File: config.mk
export PLATFORM = sky130hd
export DESIGN_NAME = game_session_ctrl_flat
export DESIGN_NICKNAME = d
export VERILOG_FILES = /design/src/rtl/game_session_if.sv /design/src/rtl/game_session_ctrl.sv /design/src/flat_wrapper.sv
export SDC_FILE = /design/constraint.sdc
export NUM_CORES = 1
export LEC_CHECK = 0
export ABC_AREA = 0
export BUFFER_PORTS_ARGS = -buffer_cell sky130_fd_sc_hd__buf_2
export CORE_MARGIN = 2
export CORE_UTILIZATION = 35
export DETAILED_ROUTE_END_ITERATION = 8
export HOLD_SLACK_MARGIN = 0.15
export PLACE_DENSITY = 0.56
export SLEW_MARGIN = 15
export SYNTH_ARGS = -nofsm -noshare
export SYNTH_HDL_FRONTEND = slang
export SYNTH_SLANG_ARGS = --single-unit
File: constraint.sdc
create_clock -name clk -period 4.9 [get_ports clk]
set_input_delay 0.98 -clock clk [delete_from_list [all_inputs] [get_ports clk]]
set_output_delay 0.98 -clock clk [all_outputs]
set_load 0.03 [all_outputs]
File: src/rtl/game_session_if.sv
`default_nettype none
// ============================================================================
//  Module      : game_session_if
//  Description : Bundles the player-facing signals of the game session
//                controller. The controller connects through the slave
//                modport. The environment or testbench that drives the
//                button and point inputs connects through the master modport.
//  Signals     : start_btn   - raw asynchronous start pushbutton level
//                point_in    - one-cycle clk-synchronous point pulse
//                game_start  - high while a round is in progress
//                game_finish - high while the round-over screen is shown
//                win         - round result, valid while game_finish is high
//                score       - points scored in the current or last round
//                secs_left   - whole seconds remaining in the round
//  Revision    : 1.0 - initial release
// ============================================================================
interface game_session_if;
  logic       start_btn;
  logic       point_in;
  logic       game_start;
  logic       game_finish;
  logic       win;
  logic [7:0] score;
  logic [7:0] secs_left;

  modport slave (
    input  start_btn,
    input  point_in,
    output game_start,
    output game_finish,
    output win,
    output score,
    output secs_left
  );

  modport master (
    output start_btn,
    output point_in,
    input  game_start,
    input  game_finish,
    input  win,
    input  score,
    input  secs_left
  );
endinterface
`default_nettype wire

File: src/rtl/game_session_ctrl.sv
`default_nettype none
// ============================================================================
//  Module      : game_session_ctrl
//  Description : Controls one timed game round. The start button is
//                synchronised and edge-detected. A round runs for
//                GAME_SECONDS seconds or until WIN_SCORE points are scored,
//                whichever comes first. The round-over screen then holds the
//                result until the next start press.
//  Ports       : clk   - system clock, rising edge
//                rst_n - asynchronous active-low reset
//                bus   - game_session_if.slave (start_btn, point_in in;
//                        game_start, game_finish, win, score, secs_left out)
//  Revision    : 1.0 - initial release
// ============================================================================
module game_session_ctrl #(
  parameter int TICKS_PER_SEC = 100000000,
  parameter int GAME_SECONDS  = 30,
  parameter int WIN_SCORE     = 10
) (
  input  wire                  clk,
  input  wire                  rst_n,
  game_session_if.slave        bus
);

  localparam int               c_TICK_W    = (TICKS_PER_SEC > 1) ? $clog2(TICKS_PER_SEC) : 1;
  localparam logic [c_TICK_W-1:0] c_TICK_MAX = c_TICK_W'(TICKS_PER_SEC - 1);
  localparam logic [7:0]       c_GAME_SECS = 8'(GAME_SECONDS);
  localparam logic [7:0]       c_WIN_SCORE = 8'(WIN_SCORE);

  typedef enum logic [1:0] {
    ST_IDLE    = 2'd0,
    ST_PLAYING = 2'd1,
    ST_DONE    = 2'd2
  } state_t;

  state_t              r_state;
  logic                r_sync1;
  logic                r_sync2;
  logic                r_sync_d;      // previous synchronised level, for edge detection
  logic [c_TICK_W-1:0] r_tick;
  logic [7:0]          r_score;
  logic [7:0]          r_secs_left;
  logic                r_win;
  logic                r_game_start;
  logic                r_game_finish;

  logic                w_start_evt;
  logic                w_wrap;
  logic                w_last_wrap;
  logic [7:0]          w_score_inc;
  logic [7:0]          w_score_next;
  logic                w_point_win;

  always_comb begin
    w_start_evt  = r_sync2 & ~r_sync_d;
    w_wrap       = (r_tick == c_TICK_MAX);
    // The wrap that takes secs_left from 1 to 0 is the one that ends the round.
    w_last_wrap  = w_wrap && (r_secs_left == 8'd1);
    w_score_inc  = (r_score == 8'hFF) ? 8'hFF : (r_score + 8'd1);
    w_score_next = bus.point_in ? w_score_inc : r_score;
    w_point_win  = bus.point_in && (w_score_inc == c_WIN_SCORE);
  end

  always_ff @(posedge clk or negedge rst_n) begin
    if (!rst_n) begin
      r_state       <= ST_IDLE;
      r_sync1       <= 1'b0;
      r_sync2       <= 1'b0;
      r_sync_d      <= 1'b0;
      r_tick        <= '0;
      r_score       <= 8'd0;
      r_secs_left   <= 8'd0;
      r_win         <= 1'b0;
      r_game_start  <= 1'b0;
      r_game_finish <= 1'b0;
    end else begin
      r_sync1  <= bus.start_btn;
      r_sync2  <= r_sync1;
      r_sync_d <= r_sync2;

      case (r_state)
        ST_IDLE: begin
          if (w_start_evt) begin
            r_state       <= ST_PLAYING;
            r_game_start  <= 1'b1;
            r_game_finish <= 1'b0;
            r_score       <= 8'd0;
            r_secs_left   <= c_GAME_SECS;
            r_tick        <= '0;
            r_win         <= 1'b0;
          end
        end

        ST_PLAYING: begin
          r_tick <= w_wrap ? '0 : (r_tick + 1'b1);
          if (w_wrap && (r_secs_left != 8'd0)) begin
            r_secs_left <= r_secs_left - 8'd1;
          end
          if (bus.point_in) begin
            r_score <= w_score_inc;
          end
          // A winning point and the final wrap may land on the same edge.
          // Both effects above still apply, and only one transition happens.
          if (w_point_win || w_last_wrap) begin
            r_state       <= ST_DONE;
            r_game_start  <= 1'b0;
            r_game_finish <= 1'b1;
            r_win         <= w_point_win || (w_score_next >= c_WIN_SCORE);
          end
        end

        ST_DONE: begin
          // Score, secs_left and win are held here. They stay held into
          // IDLE until the next round clears them.
          if (w_start_evt) begin
            r_state       <= ST_IDLE;
            r_game_finish <= 1'b0;
          end
        end

        default: begin
          r_state       <= ST_IDLE;
          r_game_start  <= 1'b0;
          r_game_finish <= 1'b0;
        end
      endcase
    end
  end

  assign bus.game_start  = r_game_start;
  assign bus.game_finish = r_game_finish;
  assign bus.win         = r_win;
  assign bus.score       = r_score;
  assign bus.secs_left   = r_secs_left;

endmodule
`default_nettype wire

File: src/flat_wrapper.sv
// flat-port wrapper written by rule: the top's interface ports become plain ports
module game_session_ctrl_flat 
#(
  parameter int TICKS_PER_SEC = 100000000,
  parameter int GAME_SECONDS  = 30,
  parameter int WIN_SCORE     = 10
)
  (clk, rst_n, bus_start_btn, bus_point_in, bus_game_start, bus_game_finish, bus_win, bus_score, bus_secs_left);
  game_session_if bus_i ();
  input  wire clk;
  input  wire rst_n;
  input wire logic [$bits(bus_i.start_btn)-1:0] bus_start_btn;
  input wire logic [$bits(bus_i.point_in)-1:0] bus_point_in;
  output wire logic [$bits(bus_i.game_start)-1:0] bus_game_start;
  output wire logic [$bits(bus_i.game_finish)-1:0] bus_game_finish;
  output wire logic [$bits(bus_i.win)-1:0] bus_win;
  output wire logic [$bits(bus_i.score)-1:0] bus_score;
  output wire logic [$bits(bus_i.secs_left)-1:0] bus_secs_left;
  assign bus_i.start_btn = bus_start_btn;
  assign bus_i.point_in = bus_point_in;
  assign bus_game_start = bus_i.game_start;
  assign bus_game_finish = bus_i.game_finish;
  assign bus_win = bus_i.win;
  assign bus_score = bus_i.score;
  assign bus_secs_left = bus_i.secs_left;
  game_session_ctrl #(.TICKS_PER_SEC(TICKS_PER_SEC), .GAME_SECONDS(GAME_SECONDS), .WIN_SCORE(WIN_SCORE)) u_core (.clk(clk), .rst_n(rst_n), .bus(bus_i));
endmodule
==> results of run 1 <==
## per-layer routing
metal | share of wire (%) | GRT usage [%] | vias to the layer above
met5 | 0 | 0 | -
met1 | 50 | 23.80 | 1364
met4 | 1.2 | 5.200 | 0
met3 | 3.2 | 2.518 | 8
li1 | - | - | 1358
met2 | 46 | 25.37 | 47
## power groups by stage
stage | clock, mW | combinational (mW) | sequential, mW
floorplan | 0 | 0.315 | 0.575
global placement | 0 | 0.446 | 0.567
detailed placement | 0 | 0.450 | 0.571
CTS | 0.362 | 0.452 | 0.562
global route | 0.378 | 0.499 | 0.576
finish | 0.356 | 0.448 | 0.565
## registers in the layout (all words and copies together), names as in the netlist, 2 cells and up
signal / cells
u_core.r_tick: 27
u_core.bus.score: 8
u_core.bus.secs_left: 8
u_core.r_state: 2
## worst register-to-register path, delay by kind of cell, from the launching register on
family                     cells  cell delay, ns
and+or+nand+nor                3            1.38
DFF                            1            0.40
AOI/OAI and AO/OA              2            0.30
adders and majority gates      1            0.29
## area by class of cell
class                      count  area, µm²
fill                         831       4946
multi-input combinational    266       1613
sequential                    51       1276
timing repair buffer          27      147.6
tap                          105      131.4
clock buffer                   5      68.82
clock inverter                 3      67.56
inverter                      13      48.80
## metrics by stage
step / setup WS (ns) / instance area, µm² / hold slack (ns)
2_1_floorplan: 2.649 / 3032 / 0.3312
3_3_place_gp: 2.521 / 3217 / 0.3322
3_5_place_dp: 2.477 / 3217 / 0.3358
4_1_cts: 2.446 / 3353 / 0.3582
5_1_grt: 2.274 / 3353 / 0.3748
6_report: 2.454 / 3353 / 0.3538
## cell usage in the layout, fill, tap and decap left out, types with 3 or more instances in the layout
cell type   n
nor3_1      8
inv_1      13
nand2_1    36
nand4_1    10
and3_1      4
xnor2_1     3
buf_4       5
o21a_1      4
and4_1      6
ha_1        4
a21oi_1    26
or2_2       3
a31oi_1    19
clkbuf_8    5
nand3_1    25
nor4_1      7
dfrtp_1    51
o21ai_0    26
or3_1       4
a41oi_1     4
a21o_1      3
nor2_1     20
buf_2      22
## path summary, 6_finish.rpt
check | startpoint | end | slack [ns] | cells after the start
setup / recovery | u_core.r_tick[0] | u_core.bus.secs_left[4] | 2.45 | 6
hold / removal | u_core.r_sync1 | u_core.r_sync2 | 0.35 | 0
setup reg to reg | u_core.r_tick[0] | u_core.bus.secs_left[4] | 2.45 | 6
hold reg to reg | u_core.r_sync1 | u_core.r_sync2 | 0.35 | 0
max in group asynchronous | rst_n | u_core.r_state[0] | 3.68 | 2
min in group asynchronous | rst_n | u_core.r_tick[22] | 0.78 | 2
## logic make-up (layout without fill, tap and decap cells)
kind of cell	Yosys count	in the layout
flops	51	51
simple gates	143	143
compound gates	112	112
buf+inv	37	48
fa+ha+maj	4	4
xor+xnor	4	4
mux	3	3
==> metrics.md, run 1 <==
| Metric | Value |
|---|---|
| Buffers on Ports | 22 |
| Vias in the first global route | 2638 |
| DP Wirelength | 5.031 mm |
| Post-synthesis mux area share | 1.032% |
| Post-route ant nets | 0 |
| Slew @ Worst Pin | 0.9368 ns |
| TNS Setup | 0 ns |
| Via count | 2777 |
| Die area | 9423 µm² |
| Avg Inst Size Synth | 8.564 µm² |
| Pin count of the biggest net entering global routing | 52 |
| Worst path bufs/invs | 0 |
| Hold_buf cts | 0 |
| Die height | 97.07 µm |
| Run status | finished clean |
| Tcrit/Tclk final | 49.93% |
| TritonRoute pass-1 iters | 4 |
| Synthesis-stage register bit count | 51 |
| Drt via density | 5.909 |
| Synth Area in XOR/XNOR | 1.156% |
| Final Total Pwr | 1.370 mW |
| Final Max Slew Viols | 0 |
| Post-Synth Simple-Gate Area | 25.67% |
| Sw Ratio | 39.39% |
| Worst Path Max Fanout | 7 |
| Lkg Pwr | 1.428 nW |
| Post-route insts no fill | 470 |
| Unrepaired setup endpoints after global routing | false |
| Fin util | 40.40% |
| Residual DRC | 0 |
| Sequential element share of the synthesized area | 42.10% |
| Initial Utilization | 36.53% |
| Core Box Area | 8299 µm² |
| CP max stage delay | 0.62 ns |
| Synth area leaders | dfrtp_1 (42%), nand2_1 (4.5%), a21oi_1 (4.3%) |
| Root buffer cell | clkbuf_8 |
| Die width | 97.07 µm |
| Hold/Removal Path Class | reg2reg |
| CTS Buffer Depth | 2 |
| Cell Rows | 33 |
| Ys async rst share | 100.0% |
| Synth Flop Type | dfrtp_1 |
| CTS resizes | 0 |
| Internal Pwr Total | 0.8301 mW |
| Slew headroom | 37.06% |
| CP Cell Sequence | ha_1, nand4b_1, or4_1, or4_4, o21a_1, o21ai_1 |
| Post-synth EDFFs | 0 |
| Top-level I/O count | 23 |
| Net Switching | 0.5394 mW |
| Cells after DPL | 462 |
| Sequential share of power | 41.3% |
| Synth Area in Adders | 1.651% |
| Min Tclk post-route | 2.446 ns |
| Worst setup EP type | register |
| Yosys top cell area share | 42.10% |
| Crit Path Class | reg2reg |
| Compound-Gate Fraction of Synth Area | 23.69% |
| Placer Congestion | 0.7964 |
| Worst skew pair latency | 0.32 ns |
| PwrDens | 408.4 nW/µm² |
| CTS H-tree lvls | 2 |
| CTS tree | yes |
| Max Cap Viol | 0 |
| Post-CTS Setup Inserts | 0 |
| Final Setup Violations | 0 |
| Clock transition at the registers of the reported paths | 0.10 ns |
| Max VDD drop | 0.0002863 V |
| Num CTS Buffers | 5 |
| Clock share of power | 26.0% |
| Yosys warns | 0 |
| Logic pwr share | 32.7% |
| Ant diodes | 0 |
| Clock Skews | 0.01491 ns |
| Main combinational cell family by area after synthesis | simple AND/OR/NAND/NOR gates |
| Total GRT Usage | 16.46% |
| Top cells by count, synth | dfrtp_1 (51), nand2_1 (36), a21oi_1 (26), o21ai_0 (26), nand3_1 (25) |
| Gate count of the mapped netlist | 354 |
| Synth area leader | dfrtp_1 |
| CTS Sinks | 51 |
| Yosys cell types | 62 |
| Area growth, synth to finish | 10.61% |
| Final Hold Vio Count | 0 |
| Post-Syn Area | 3032 µm² |
| GRT overflow | 0 |
| Final nets | 372 |
| Layout cells sized above 1 | 13.15% |
| Crit path max-delay family | simple AND/OR/NAND/NOR gates |
| Starting DRT DRC Count | 161 |
| Worst EP required | 5.14 ns |
| Final wirelength | 7.534 mm |
| Net count after synthesis | 362 |
| Initial antenna violation count | 0 |
| Highest Clock Rate | 0.4088 GHz |
| Startpoint types | register |
| Top-count cell post-synth | dfrtp_1 |
| Slowest library cell on the worst path | or4_1 |
| Global-route wire length before repair | 13.03 mm |
| DR WL/cell | 16.03 µm |
| Critical Path AT | 2.68 ns |
Note: power is estimated with default switching activity, not from simulation.
==> run 2: changes to the inputs <==
- ABC_AREA: 0 -> 1
- PLACE_DENSITY: 0.56 -> 0.58
- clock period: 4.9 -> 2.2 ns (I/O delays scaled with it)
==> run 2 against run 1 <==
- final area is 5.9% higher
- sequential share of layout area is 2.1 points lower
- worst setup slack worse by 2.1 ns
- critical path type unchanged
- non-clock buffer count stayed put
- die area is 5.1% higher
- largest power group unchanged
==> metrics.md, run 2 <==
| Metric | Value |
|---|---|
| Die width | 99.52 µm (was 97.07 µm) |
| Unrepaired setup endpoints after global routing | false (unchanged) |
| Lkg Pwr | 1.723 nW (was 1.428 nW) |
| Root buffer cell | clkbuf_8 (unchanged) |
| Layout cells sized above 1 | 13.59% (was 13.15%) |
| Avg Inst Size Synth | 7.192 µm² (was 8.564 µm²) |
| CTS Buffer Depth | 2 (unchanged) |
| Net Switching | 1.398 mW (was 0.5394 mW) |
| WHS Path Cells | 1 (was 0) |
| Tcrit/Tclk final | 85.87% (was 49.93%) |
| TNS Setup | 0 ns (unchanged) |
| Post-synth EDFFs | 0 (unchanged) |
| Top-level I/O count | 23 (unchanged) |
| Ant diodes | 0 (unchanged) |
| Top reg by flops | u_core.r_tick (unchanged) |
| Num CTS Buffers | 5 (unchanged) |
| Sequential share of power | 42.1% (was 41.3%) |
| Fill count | 939 (was 831) |
| Die area | 9903 µm² (was 9423 µm²) |
| Net count after synthesis | 452 (was 362) |
| Clock transition at the registers of the reported paths | 0.11 ns (was 0.10 ns) |
| Count of cells along the worst register-to-register path | 13 (was 6) |
| Fin util | 40.52% (was 40.40%) |
| FF/Latch Area | 1276 µm² (unchanged) |
| Top-count cell post-synth | nand2_1 (was dfrtp_1) |
| Yosys warns | 0 (unchanged) |
| Crit Path Class | reg2reg (unchanged) |
| Core Box Area | 8763 µm² (was 8299 µm²) |
| Global-route wire length before repair | 13.83 mm (was 13.03 mm) |
| Cell mode on critical path | nand2_1 |
| Starting DRT DRC Count | 262 (was 161) |
| Area growth, synth to finish | 11.21% (was 10.61%) |
| Post-Synth Simple-Gate Area | 33.23% (was 25.67%) |
| CP Cell Sequence | ha_1, nand2_1, nor2_1, nand2_1, nand2_1, inv_1, nand2_1, o21ai_0, nand2_1, nor2_1, nand2_1, nand2_1, nand2_1 (was ha_1, nand4b_1, or4_1, or4_4, o21a_1, o21ai_1) |
| Top cells by count, synth | nand2_1 (112), inv_1 (66), dfrtp_1 (51) (was dfrtp_1 (51), nand2_1 (36), a21oi_1 (26), o21ai_0 (26), nand3_1 (25)) |
| Initial antenna violation count | 0 (unchanged) |
| PwrDens | 889.1 nW/µm² (was 408.4 nW/µm²) |
| Die height | 99.52 µm (was 97.07 µm) |
| Post-route ant nets | 0 (unchanged) |
| CTS H-tree lvls | 2 (unchanged) |
| GRT overflow | 0 (unchanged) |
| Yosys top cell area share | 39.97% (was 42.10%) |
| Post-CTS Setup Inserts | 0 (unchanged) |
| Final Total Pwr | 3.157 mW (was 1.370 mW) |
| Most common library cell in the layout ignoring fill and taps | nand2_1 (was dfrtp_1) |
| Synth area leader | dfrtp_1 (unchanged) |
| CP max stage delay | 0.45 ns (was 0.62 ns) |
| DP Wirelength | 5.890 mm (was 5.031 mm) |
| Sw Ratio | 44.27% (was 39.39%) |
| Worst Path Max Fanout | 6 (was 7) |
| Most frequent cells in the layout | nand2_1 (112), inv_1 (66), dfrtp_1 (51), nor2_1 (40), nand3_1 (37) (was dfrtp_1 (51), nand2_1 (36), a21oi_1 (26), o21ai_0 (26), nand3_1 (25)) |
| TritonRoute pass-1 iters | 4 (unchanged) |
| Residual DRC | 0 (unchanged) |
| Synth Area in XOR/XNOR | 4.663% (was 1.156%) |
| Clock share of power | 19.5% (was 26.0%) |
| DR WL/cell | 13.36 µm (was 16.03 µm) |
| Synth Flop Type | dfrtp_1 (unchanged) |
| Hold/Removal Path Class | in2reg (was reg2reg) |
| Pin count of the biggest net entering global routing | 34 (was 52) |
| Drt via density | 4.971 (was 5.909) |
| Synth area leaders | dfrtp_1 (40%), nand2_1 (13%), inv_1 (7.8%) (was dfrtp_1 (42%), nand2_1 (4.5%), a21oi_1 (4.3%)) |
| Logic pwr share | 38.4% (was 32.7%) |
| Max Cap Viol | 0 (unchanged) |
| Cell Area, Placed | 3441 µm² (was 3217 µm²) |
| Initial Utilization | 36.44% (was 36.53%) |
| Yosys cell types | 32 (was 62) |
| Max VDD drop | 0.0004455 V (was 0.0002863 V) |
| Critical Path AT | 2.11 ns (was 2.68 ns) |
| CTS Sinks | 51 (unchanged) |
| Area of the multi-input gates | 1613 µm² (unchanged) |
| Slew headroom | 69.82% (was 37.06%) |
| Min Tclk post-route | 1.889 ns (was 2.446 ns) |
| Highest Clock Rate | 0.5294 GHz (was 0.4088 GHz) |
| Sequential element share of the synthesized area | 39.97% (was 42.10%) |
| Worst setup EP type | register (unchanged) |
| Final wirelength | 7.737 mm (was 7.534 mm) |
| Synthesis-stage register bit count | 51 (unchanged) |
| Placer Congestion | 0.9168 (was 0.7964) |
| Worst EP required | 2.42 ns (was 5.14 ns) |
| Cell Rows | 34 (was 33) |
| Final nets | 478 (was 372) |
| Total GRT Usage | 17.20% (was 16.46%) |
| Final Max Slew Viols | 0 (unchanged) |
| Final Hold Vio Count | 0 (unchanged) |
| Slowest library cell on the worst path | dfrtp_1 (was or4_1) |
| Vias in the first global route | 2828 (was 2638) |
| Gate count of the mapped netlist | 444 (was 354) |
| Slew @ Worst Pin | 0.4527 ns (was 0.9368 ns) |
| Main combinational cell family by area after synthesis | simple AND/OR/NAND/NOR gates (unchanged) |
| Run status | finished clean (unchanged) |
| Final Setup Violations | 0 (unchanged) |
| Post-Syn Area | 3193 µm² (was 3032 µm²) |
| Internal Pwr Total | 1.759 mW (was 0.8301 mW) |
| Clock Skews | 0.009003 ns (was 0.01491 ns) |
| CTS tree | yes (unchanged) |
| Worst skew pair latency | 0.32 ns (about the same) |
| Post-synthesis mux area share | 0% (was 1.032%) |
| Synth Area in Adders | 1.567% (was 1.651%) |
| Via count | 2878 (was 2777) |
| Ys async rst share | 100.0% (unchanged) |
| Fin area | 3551 µm² (was 3353 µm²) |
| Buffers on Ports | 22 (unchanged) |
| Compound-Gate Fraction of Synth Area | 11.05% (was 23.69%) |
| Max FFs per register | 27 (unchanged) |
| Startpoint types | register (unchanged) |
[run 2: cell count changes in the layout (fill, tap and decap cells not counted), moves of 7 or more]
cell / delta
nand2_1: +76
inv_1: +53
nor2_1: +20
a21oi_1: -19
a31oi_1: -19
xor2_1: +13
nand3_1: +12
o22ai_1: +12
nor3_1: +7
o21ai_2: +7
[run 2: per-layer routing]
layer,routed length (µm),share of wire (%),vias to the layer above,GRT usage (%)
met1,3787,49,1357,24.10
met5,0,0,-,0
met2,3655,47,41,28.22
li1,-,-,1473,-
met3,219,2.8,7,2.600
met4,74,0.96,0,3.899
[run 2: cell families after synthesis]
logic type	Yosys count
adder cells (fa/ha/maj)	4
flip-flops	51
AND/OR/NAND/NOR	234
AO/OA/AOI/OAI	61
XOR/XNOR	17
buffers and inverters	77
[run 2: final cells by class]
cell class                 count  share of cell area (%)
multi-input combinational    316                   45.42
timing repair buffer          27                   4.581
clock buffer                   5                   1.938
sequential                    51                   35.94
tap                          108                   3.806
clock inverter                 3                  0.8809
inverter                      69                   7.435
[run 2: metrics by stage]
stage          setup slack (ns)  hold WS (ns)  instances
6_report                 0.3110        0.2208        579
2_1_floorplan            0.4462        0.1444        444
5_1_grt                 0.06975        0.1938        579
4_1_cts                  0.3145        0.2092        579
3_5_place_dp             0.3386        0.3450        570
3_3_place_gp             0.3629        0.3423        570
[run 2: worst paths after layout]
check | slack, ns | end | start
max reg2reg | 0.31 | u_core.bus.win | u_core.bus.score[0]
min reg2reg | 0.37 | u_core.r_sync2 | u_core.r_sync1
min | 0.22 | u_core.r_sync1 | bus_start_btn
min in group asynchronous | 0.60 | u_core.bus.win | rst_n
max in group asynchronous | 1.06 | u_core.r_tick[1] | rst_n
max | 0.31 | u_core.bus.win | u_core.bus.score[0]
[run 2: worst max-delay path: cells and delay by family (launching register included)]
family / cells / cell delay [ns]
adder cells (fa/ha/maj): 1 / 0.25
AO/OA/AOI/OAI: 1 / 0.11
flip-flops: 1 / 0.45
AND/OR/NAND/NOR: 10 / 0.88
buffers and inverters: 1 / 0.12
[run 2: what timing repair did]
item,in CTS,in global routing
gates resized for setup,0,0
hold buffers,1,0
endpoints found under the hold margin,18,0
[run 2: power by group through the flow]
stage	Sequential, mW	Combinational (mW)	Clock (mW)
floorplan	1.50	0.724	0
global placement	1.34	1.19	0
detailed placement	1.34	1.22	0
CTS	1.33	1.22	0.641
global route	1.37	1.38	0.667
finish	1.33	1.21	0.616
==> run 3: changes to the inputs <==
- ABC_AREA: 1 -> not set
- SLEW_MARGIN: 15 -> not set
==> run 3 against run 2 <==
- critical path depth shrank 6
- fmax shrank 12%
- combinational power grew 4%
- worst hold slack gained 0.017 ns
- global-route usage shrank 1.0 points
- largest cell class unchanged
- flip-flop and latch count is the same
==> metrics.md, run 3 (same netlist as run 1, synthesis figures left out) <==
| Metric | Value |
|---|---|
| Die width | 97.07 µm (was 99.52 µm) |
| Cell Rows | 33 (was 34) |
| Most common library cell in the layout ignoring fill and taps | dfrtp_1 (was nand2_1) |
| Max Cap Viol | 0 (unchanged) |
| Slew @ Worst Pin | 0.6629 ns (was 0.4527 ns) |
| CP Cell Sequence | ha_4, nand4b_1, or4_4, buf_6, o31a_2, or3_4, a21oi_2 (was ha_1, nand2_1, nor2_1, nand2_1, nand2_1, inv_1, nand2_1, o21ai_0, nand2_1, nor2_1, nand2_1, nand2_1, nand2_1) |
| Crit Path Class | reg2reg (unchanged) |
| Post-route ant nets | 0 (unchanged) |
| Highest Clock Rate | 0.4635 GHz (was 0.5294 GHz) |
| Die height | 97.07 µm (was 99.52 µm) |
| Run status | finished clean (unchanged) |
| Fin area | 3666 µm² (was 3551 µm²) |
| Worst setup EP type | register (unchanged) |
| Max VDD drop | 0.0004954 V (was 0.0004455 V) |
| Via count | 2860 (was 2878) |
| TritonRoute pass-1 iters | 4 (unchanged) |
| Residual DRC | 0 (unchanged) |
| Initial Utilization | 36.53% (was 36.44%) |
| Clock Skews | 0.01001 ns (was 0.009003 ns) |
| Hold/Removal Path Class | in2async (was in2reg) |
| Worst setup endpoint | u_core.bus.secs_left[7] (was u_core.bus.win) |
| CP max stage delay | 0.51 ns (was 0.45 ns) |
| Worst skew pair latency | 0.30 ns (was 0.32 ns) |
| Pin count of the biggest net entering global routing | 52 (was 34) |
| Startpoint types | register (unchanged) |
| Slew headroom | 55.81% (was 69.82%) |
| PwrDens | 881.0 nW/µm² (was 889.1 nW/µm²) |
| Root buffer cell | clkbuf_8 (unchanged) |
| Worst Path Max Fanout | 5 (was 6) |
| Slowest library cell on the worst path | or4_4 (was dfrtp_1) |
| Starting DRT DRC Count | 136 (was 262) |
| Min Tclk post-route | 2.157 ns (was 1.889 ns) |
| Worst path bufs/invs | 1 (unchanged) |
| Internal reg-to-reg setup slack | 0.04 ns (was 0.31 ns) |
| Layout cells sized above 1 | 22.31% (was 13.59%) |
| Global-route wire length before repair | 12.76 mm (was 13.83 mm) |
| Area growth, synth to finish | 20.92% (was 11.21%) |
| Worst EP required | 2.44 ns (was 2.42 ns) |
| Final nets | 406 (was 478) |
| Tcrit/Tclk final | 98.06% (was 85.87%) |
| Cells after DPL | 494 (was 570) |
| Ant diodes | 0 (unchanged) |
| GRT overflow | 0 (unchanged) |
| WHS | 0.2375 ns (was 0.2208 ns) |
| Fin util | 44.17% (was 40.52%) |
| Critical Path AT | 2.39 ns (was 2.11 ns) |
| CTS Sinks | 51 (unchanged) |
| Cell depth of the worst setup path | 7 (was 13) |
| DP Wirelength | 5.325 mm (was 5.890 mm) |
| Placer Congestion | 0.8452 (was 0.9168) |
| Total GRT Usage | 16.15% (was 17.20%) |
| Die area | 9423 µm² (was 9903 µm²) |
| Top reg by flops | u_core.r_tick (unchanged) |
| Final Setup Violations | 0 (unchanged) |
| Unrepaired setup endpoints after global routing | true (was false) |
| Count of cells along the worst register-to-register path | 7 (was 13) |
| Num CTS Buffers | 5 (unchanged) |
| Max FFs per register | 27 (unchanged) |
| Final Hold Vio Count | 0 (unchanged) |
| CTS tree | yes (unchanged) |
| Drt via density | 5.675 (was 4.971) |
| Core Box Area | 8299 µm² (was 8763 µm²) |
| Initial antenna violation count | 0 (unchanged) |
| DR WL/cell | 15.00 µm (was 13.36 µm) |
| Vias in the first global route | 2604 (was 2828) |
| Top-level I/O count | 23 (unchanged) |
| Crit path launch | u_core.r_tick[1] (was u_core.bus.score[0]) |
| Post-route insts no fill | 504 (was 579) |
| Final wirelength | 7.559 mm (was 7.737 mm) |
| Clock transition at the registers of the reported paths | 0.10 ns (was 0.11 ns) |
| Final Max Slew Viols | 0 (unchanged) |
| Cell Area, Placed | 3482 µm² (was 3441 µm²) |
| Buffers on Ports | 22 (unchanged) |
| Lkg Pwr | 1.612 nW (was 1.723 nW) |
| RR Startpoint | u_core.r_tick[1] (was u_core.bus.score[0]) |
| FF-to-FF End | u_core.bus.secs_left[7] (was u_core.bus.win) |
| CTS Buffer Depth | 2 (unchanged) |
| Most frequent cells in the layout | dfrtp_1 (51), buf_4 (37), nand2_1 (36), o21ai_0 (26), nand3_1 (25) (was nand2_1 (112), inv_1 (66), dfrtp_1 (51), nor2_1 (40), nand3_1 (37)) |
| CTS H-tree lvls | 2 (unchanged) |
| Crit path max-delay family | simple AND/OR/NAND/NOR gates (unchanged) |
run 3: changes by cell type in the layout (fill, tap and decap cells not counted), sizes merged, moves of 11 or more:
cell   change
nor2      -26
inv       -59
buf       +35
a21oi     +19
o22ai     -12
nand2     -84
nand3     -14
o21ai     -11
xor2      -13
a31oi     +19
run 3: repair_timing:
item | CTS | global route
endpoints found under the setup margin | 0 | 12
buffers inserted | 0 | 2
hold buffers | 0 | 0
gates resized for setup | 0 | 7
run 3: how the worst min path moves through the flow:
stage | from | to | slack (ns) | depth (start not counted)
finish | rst_n | u_core.r_tick[24] | 0.24 | 2
global route | bus_start_btn | u_core.r_sync1 | 0.21 | 1
CTS | bus_start_btn | u_core.r_sync1 | 0.23 | 1
detailed placement | u_core.r_sync1 | u_core.r_sync2 | 0.34 | 0
global placement | u_core.r_sync1 | u_core.r_sync2 | 0.34 | 0
floorplan | rst_n | u_core.bus.game_finish | 0.14 | 0
run 3: cell type report:
class / instances / area [µm²]
Sequential cell: 51 / 1276
Clock inverter: 3 / 67.56
Fill cell: 823 / 4633
Timing Repair Buffer: 61 / 419.2
Inverter: 13 / 48.80
Clock buffer: 5 / 68.82
Tap cell: 105 / 131.4
Multi-Input combinational cell: 266 / 1654
run 3: per-stage QoR:
stage / power [mW] / setup TNS [ns] / worst slack (ns)
2_1_floorplan: 2.004 / 0 / 0.006517
3_3_place_gp: 2.430 / 0 / 0.04849
3_5_place_dp: 2.452 / 0 / 0.02508
4_1_cts: 3.235 / 0 / 0.01063
5_1_grt: 3.468 / -0.05793 / -0.03960
6_report: 3.230 / 0 / 0.04271
run 3: worst register-to-register path, stage by stage (launching register included):
cell      delay (ns)
dfrtp_1         0.40
ha_4            0.15
nand4b_1        0.11
or4_4           0.51
buf_6           0.14
o31a_2          0.34
or3_4           0.33
a21oi_2         0.12
run 3: report_power, final:
| part | internal [mW] | switching (mW) | leakage, nW |
|---|---|---|---|
| Clock | 0.454 | 0.320 | 0.0644 |
| Combinational | 0.495 | 0.764 | 0.888 |
| Sequential | 1.05 | 0.144 | 0.660 |
| Total | 2.00 | 1.23 | 1.61 |
run 3: layer usage:
metal  part of all wire (%)  track usage, %  vias up
met1                     47           22.98     1395
met3                    2.8           2.806        4
met5                      0               0        -
met2                     49           25.91       34
met4                   0.77           3.467        0
li1                       -               -     1427
